<file path="src/rtl/dmem_lsu.sv">
// dmem_lsu: load/store unit between the core data port and a word-wide SRAM bus.
// Aligns byte/half/word accesses into strobed word transactions and extends load data.
module dmem_lsu #(
    parameter int unsigned TIMEOUT = 255
) (
    input  logic        i_clk,
    input  logic        i_rst_n,
    input  logic        i_req_valid,
    output logic        o_req_ready,
    input  logic        i_req_wen,
    input  logic [2:0]  i_req_op,
    input  logic [31:0] i_req_addr,
    input  logic [31:0] i_req_wdata,
    output logic        o_rsp_valid,
    output logic [31:0] o_rsp_rdata,
    output logic        o_rsp_err,
    output logic        o_mem_req,
    output logic        o_mem_we,
    output logic [31:0] o_mem_addr,
    output logic [3:0]  o_mem_wstrb,
    output logic [31:0] o_mem_wdata,
    input  logic        i_mem_gnt,
    input  logic        i_mem_rvalid,
    input  logic [31:0] i_mem_rdata
);
    localparam logic [7:0] TMO = 8'(TIMEOUT);

    typedef enum logic [1:0] {
        S_IDLE,
        S_REQ,
        S_WAIT,
        S_RESP
    } state_t;

    state_t r_state;
    state_t w_next;

    logic        r_wen;
    logic [2:0]  r_op;
    logic [1:0]  r_lane;
    logic [7:0]  r_cnt;
    logic        r_mem_req;
    logic        r_mem_we;
    logic [31:0] r_mem_addr;
    logic [3:0]  r_mem_wstrb;
    logic [31:0] r_mem_wdata;
    logic        r_rsp_valid;
    logic        r_rsp_err;
    logic [31:0] r_rsp_rdata;

    logic        w_accept;
    logic        w_legal;
    logic        w_timeout;
    logic [3:0]  w_wstrb;
    logic [31:0] w_wdata;
    logic [31:0] w_shift;
    logic [31:0] w_load;

    assign w_accept  = i_req_valid & (r_state == S_IDLE);
    assign w_timeout = (r_cnt == TMO);

    // Unsigned variants are load-only; half and word need natural alignment.
    always_comb begin
        w_legal = 1'b0;
        case (i_req_op)
            3'b000:  w_legal = 1'b1;
            3'b001:  w_legal = ~i_req_addr[0];
            3'b010:  w_legal = (i_req_addr[1:0] == 2'b00);
            3'b100:  w_legal = ~i_req_wen;
            3'b101:  w_legal = ~i_req_wen & ~i_req_addr[0];
            default: w_legal = 1'b0;
        endcase
    end

    always_comb begin
        w_wstrb = 4'b0000;
        w_wdata = i_req_wdata;
        case (i_req_op[1:0])
            2'b00: begin
                w_wstrb = 4'b0001 << i_req_addr[1:0];
                w_wdata = {4{i_req_wdata[7:0]}};
            end
            2'b01: begin
                w_wstrb = i_req_addr[1] ? 4'b1100 : 4'b0011;
                w_wdata = {2{i_req_wdata[15:0]}};
            end
            2'b10:   w_wstrb = 4'b1111;
            default: w_wstrb = 4'b0000;
        endcase
        if (!i_req_wen) begin
            w_wstrb = 4'b0000;
        end
    end

    always_comb begin
        w_shift = i_mem_rdata >> {r_lane, 3'b000};
        case (r_op)
            3'b000:  w_load = {{24{w_shift[7]}}, w_shift[7:0]};
            3'b001:  w_load = {{16{w_shift[15]}}, w_shift[15:0]};
            3'b010:  w_load = i_mem_rdata;
            3'b100:  w_load = {24'd0, w_shift[7:0]};
            3'b101:  w_load = {16'd0, w_shift[15:0]};
            default: w_load = 32'd0;
        endcase
    end

    always_ff @(posedge i_clk or negedge i_rst_n) begin
        if (!i_rst_n) begin
            r_state <= S_IDLE;
        end else begin
            r_state <= w_next;
        end
    end

    // A timeout only fires when no completion arrives in the same cycle.
    always_comb begin
        w_next = r_state;
        case (r_state)
            S_IDLE: if (w_accept) w_next = w_legal ? S_REQ : S_RESP;
            S_REQ:  if (i_mem_gnt) w_next = S_WAIT;
            S_WAIT: if (i_mem_rvalid || w_timeout) w_next = S_RESP;
            S_RESP: w_next = S_IDLE;
            default: w_next = S_IDLE;
        endcase
    end

    always_ff @(posedge i_clk or negedge i_rst_n) begin
        if (!i_rst_n) begin
            r_wen       <= 1'b0;
            r_op        <= 3'd0;
            r_lane      <= 2'd0;
            r_cnt       <= 8'd0;
            r_mem_req   <= 1'b0;
            r_mem_we    <= 1'b0;
            r_mem_addr  <= 32'd0;
            r_mem_wstrb <= 4'd0;
            r_mem_wdata <= 32'd0;
            r_rsp_valid <= 1'b0;
            r_rsp_err   <= 1'b0;
            r_rsp_rdata <= 32'd0;
        end else begin
            r_rsp_valid <= (w_next == S_RESP);
            r_rsp_err   <= 1'b0;
            r_rsp_rdata <= 32'd0;
            if (w_next == S_RESP) begin
                r_rsp_err <= (r_state == S_IDLE) | ~i_mem_rvalid;
                if ((r_state == S_WAIT) && i_mem_rvalid && !r_wen) begin
                    r_rsp_rdata <= w_load;
                end
            end
            case (r_state)
                S_IDLE: begin
                    if (w_accept) begin
                        r_wen  <= i_req_wen;
                        r_op   <= i_req_op;
                        r_lane <= i_req_addr[1:0];
                        if (w_legal) begin
                            r_mem_req   <= 1'b1;
                            r_mem_we    <= i_req_wen;
                            r_mem_addr  <= {i_req_addr[31:2], 2'b00};
                            r_mem_wstrb <= w_wstrb;
                            r_mem_wdata <= w_wdata;
                        end
                    end
                end
                S_REQ: begin
                    if (i_mem_gnt) begin
                        r_mem_req <= 1'b0;
                    end
                end
                S_WAIT: begin
                    if (i_mem_rvalid || w_timeout) begin
                        r_cnt <= 8'd0;
                    end else begin
                        r_cnt <= r_cnt + 8'd1;
                    end
                end
                default: begin
                end
            endcase
        end
    end

    assign o_req_ready = (r_state == S_IDLE);
    assign o_rsp_valid = r_rsp_valid;
    assign o_rsp_rdata = r_rsp_rdata;
    assign o_rsp_err   = r_rsp_err;
    assign o_mem_req   = r_mem_req;
    assign o_mem_we    = r_mem_we;
    assign o_mem_addr  = r_mem_addr;
    assign o_mem_wstrb = r_mem_wstrb;
    assign o_mem_wdata = r_mem_wdata;

endmodule

</file>
<file path="config.mk">
export PLATFORM = sky130hd
export DESIGN_NAME = dmem_lsu
export DESIGN_NICKNAME = d
export VERILOG_FILES = /design/src/rtl/dmem_lsu.sv
export SDC_FILE = /design/constraint.sdc
export NUM_CORES = 1
export LEC_CHECK = 0
export CORE_ASPECT_RATIO = 1.25
export CORE_MARGIN = 2
export CORE_UTILIZATION = 47
export DETAILED_ROUTE_END_ITERATION = 8
export PLACE_DENSITY = 0.85
export SYNTH_ARGS = -nofsm -noshare
export SYNTH_HDL_FRONTEND = slang
export SYNTH_SLANG_ARGS = --single-unit
</file>
<file path="constraint.sdc">
create_clock -name i_clk -period 4.51 [get_ports i_clk]
set_input_delay 0.6765 -clock i_clk [delete_from_list [all_inputs] [get_ports i_clk]]
set_output_delay 0.6765 -clock i_clk [all_outputs]
set_load 0.01 [all_outputs]
</file>
==> results_dict.tcl <==
set metrics [dict create \
    num_io_pins 210 \
    seqCellArea_um2 2950 \
    antenna_found_initial 0 \
    synth_cell_types 40 \
    grt_usage_pct 24.0 \
    crit_arrival_ns 2.99 \
    setup_tns_ns 0 \
    r2r_start "r_lane[1]" \
    slowest_delay_ns 0.84 \
    grt_max_degree 97 \
    overflow 0 \
    place_hpwl_mm 10.6 \
    grt_first_pass_wirelength_mm 22.9 \
    crit_buf_inv 2 \
    wirelength_mm 14.9 \
    placement.io_buffers 207 \
    start_util_pct 48.3 \
    drt_iter0_markers 238 \
    cts_resized 0 \
    hold_violations 0 \
    cts_hold_buf 0 \
    start_kind "primary input" \
    die_w_um 99.7 \
    reg2reg_slack_ns 1.97 \
    switching_share_pct 32.2 \
    synth_area_leaders "dfrtp_1 (55%), mux2_2 (9.2%), mux2i_1 (6.7%)" \
    grt_pass1_vias 4725 \
    area_growth_pct 50.8 \
    wl_met2_mm 8.07 \
    dieArea_um2 12300 \
    fp.coreArea_um2 11100 \
    yosysTopAreaCellShare_pct 54.9 \
    met3WireLength_um 993 \
    final_nets 792 \
    holdCritPathClass "primary input to asynchronous set/reset pin" \
    place_congestion 0.867 \
    rows 43 \
    dieHeight_um 124 \
    crit_chain "clkdlybuf4s50_1, buf_4, a221o_1, a21bo_4, mux2_2" \
    wl_per_cell_um 17.9 \
    internal_power_uw 3480 \
    yosysSeqAreaShare_pct 54.9 \
    cts_inserted_buffers 17 \
    syn-instance-count 490 \
    drtAntennaViolNets 0 \
    p_seq_share_pct 34.8 \
    vias_per_cell 5.49 \
    final_cell_mix "clkdlybuf4s50_1 (206), dfrtp_1 (118), nand2_1 (64)" \
    instances_no_fill 833 \
    num_vias 4573 \
    synth_top_area_cell "dfrtp_1" \
    slowest_stage "a21bo_4" \
    rsz0062_at_grt "no" \
    path_clk_slew_ns 0.06 \
    combPwrFrac_pct 38.2 \
    period_share_pct 60.0 \
    crit_type "primary input to register" \
    n_fill_cell 755 \
    yosys_warnings 0 \
    max-cap-violations 0 \
    slew_viol_final 0 \
    cp_max_fo 96 \
    syn_area_per_cell_um2 11.0 \
    ys_ff_latch 118 \
    layout-drive-gt1-share_pct 12.6 \
    top_layer_used "met4" \
    tightestPinTransition_ns 1.11 \
    power.switching_uw 1650 \
    n_antenna_cell 0 \
    status "finished clean" \
    cts_root_buf "clkbuf_16" \
    cpLargestDelayFamily "compound AO/OA/AOI/OAI gates" \
    p_per_area_nw_per_um2 633 \
    clk_latency_ns 0.41 \
    max_freq_ghz 0.370 \
    required_ns 4.80 \
    mostFrequentLayoutCell "clkdlybuf4s50_1" \
    finClkSkew_ns 0.00953 \
    htree_levels 4 \
    slew_headroom_pct 26.2 \
    firstDrtPassIters 5 \
    p_leak_uw 0.00350 \
    synth_area_um2 5380 \
    reg2regPathDepth 4 \
    p_clk_share_pct 27.0 \
    multi_input_area_um2 2240 \
    numClockSinks 118 \
    cts_tree "done" \
    post_cts.repair.setup_buffers 0 \
    place_inst 802 \
    critPathCaptureType "register" \
    ir_worst_vdd_uv 399 \
    r2r-end "o_rsp_rdata[29]" \
    wl_met1_mm 5.42 \
    fin_crit_ns 2.71 \
    clock_path_buffers 2 \
    setup_viol 0 \
    drc 0 \
]
==> flip-flops by register name, indices dropped and copies added, names as in the netlist <==
register     flops
o_mem_wdata     32
o_rsp_rdata     32
o_mem_addr      30
r_cnt            8
o_mem_wstrb      4
r_op             3
r_lane           2
r_state          2
o_mem_req        1
o_mem_we         1
o_rsp_err        1
o_rsp_valid      1
r_wen            1
==> cell families after synthesis <==
family,share of synthesized area (%)
simple gates,10.6
compound gates,13.7
other cells,0.0697
mux,16.8
flops,54.9
buf+inv,3.75
fa+ha+maj,0.233
==> cells in the mapped netlist <==
library cell,count
conb_1,1
o21bai_1,1
a22o_1,1
buf_1,1
nor2b_1,14
nor3_1,4
a21oi_1,38
nand4_1,2
dfrtp_1,118
nor4b_1,2
buf_6,4
buf_2,5
nor2_1,24
nand2b_1,4
ha_1,1
or4_1,2
a221o_1,1
buf_4,2
a32oi_1,7
mux2_4,3
inv_1,4
mux2i_1,36
a211o_1,7
clkinv_1,1
o21a_1,1
nand4b_1,1
nor3b_2,1
o21ai_0,42
clkbuf_1,25
nand3_1,5
nand2_1,64
o2bb2ai_1,7
a21boi_0,2
or3_1,1
a21o_1,3
a41oi_1,1
or4_4,1
a22oi_1,8
a21bo_1,1
mux2_2,44
==> power by group through the flow <==
stage               Combinational (uW)  Clock, uW  Sequential [uW]
floorplan                          875          0             1830
global placement                  1870          0             1770
detailed placement                1950          0             1790
CTS                               1970       1410             1780
global route                      2100       1460             1830
finish                            1960       1390             1780
==> worst max-delay path by stage <==
stage,cells past startpoint,endpoint,slack (ns),start
global placement,5,o_mem_addr[28],1.44,i_req_op[1]
global route,5,o_mem_addr[26],1.68,i_req_op[1]
CTS,5,o_mem_addr[6],1.82,i_req_op[1]
floorplan,7,o_mem_wdata[5],2.22,i_req_op[0]
finish,5,o_mem_addr[30],1.80,i_req_op[1]
detailed placement,5,o_mem_addr[15],1.38,i_req_op[1]
==> routing by layer <==
| metal | up-vias | track usage, % |
|---|---|---|
| li1 | 2119 | - |
| met1 | 2202 | 26.7 |
| met2 | 219 | 42.9 |
| met3 | 33 | 6.51 |
| met4 | 0 | 11.0 |
| met5 | - | 0 |
==> per-stage QoR <==
stage / power (uW) / setup WS [ns] / hold WS (ns) / instance area, um2 / util (%)
after floorplan: 2700 / 2.22 / 0.381 / 5380 / -
after global placement: 3640 / 1.44 / 0.453 / 7490 / 67.3
after detailed placement: 3730 / 1.38 / 0.450 / 7490 / 67.3
after CTS: 5160 / 1.82 / 0.232 / 8110 / 72.8
after global routing: 5390 / 1.68 / 0.259 / 8110 / 72.8
final: 5130 / 1.80 / 0.232 / 8110 / 72.8
==> layout make-up <==
cell class                 instances  share of cell area (%)
clock inverter                     8                    1.48
multi-input combinational        331                    27.6
tap                              135                    2.08
inverter                           5                   0.231
sequential                       118                    36.4
timing repair buffer             213                    26.1
clock buffer                      23                    6.14
Power figures use the tool's default switching activity.
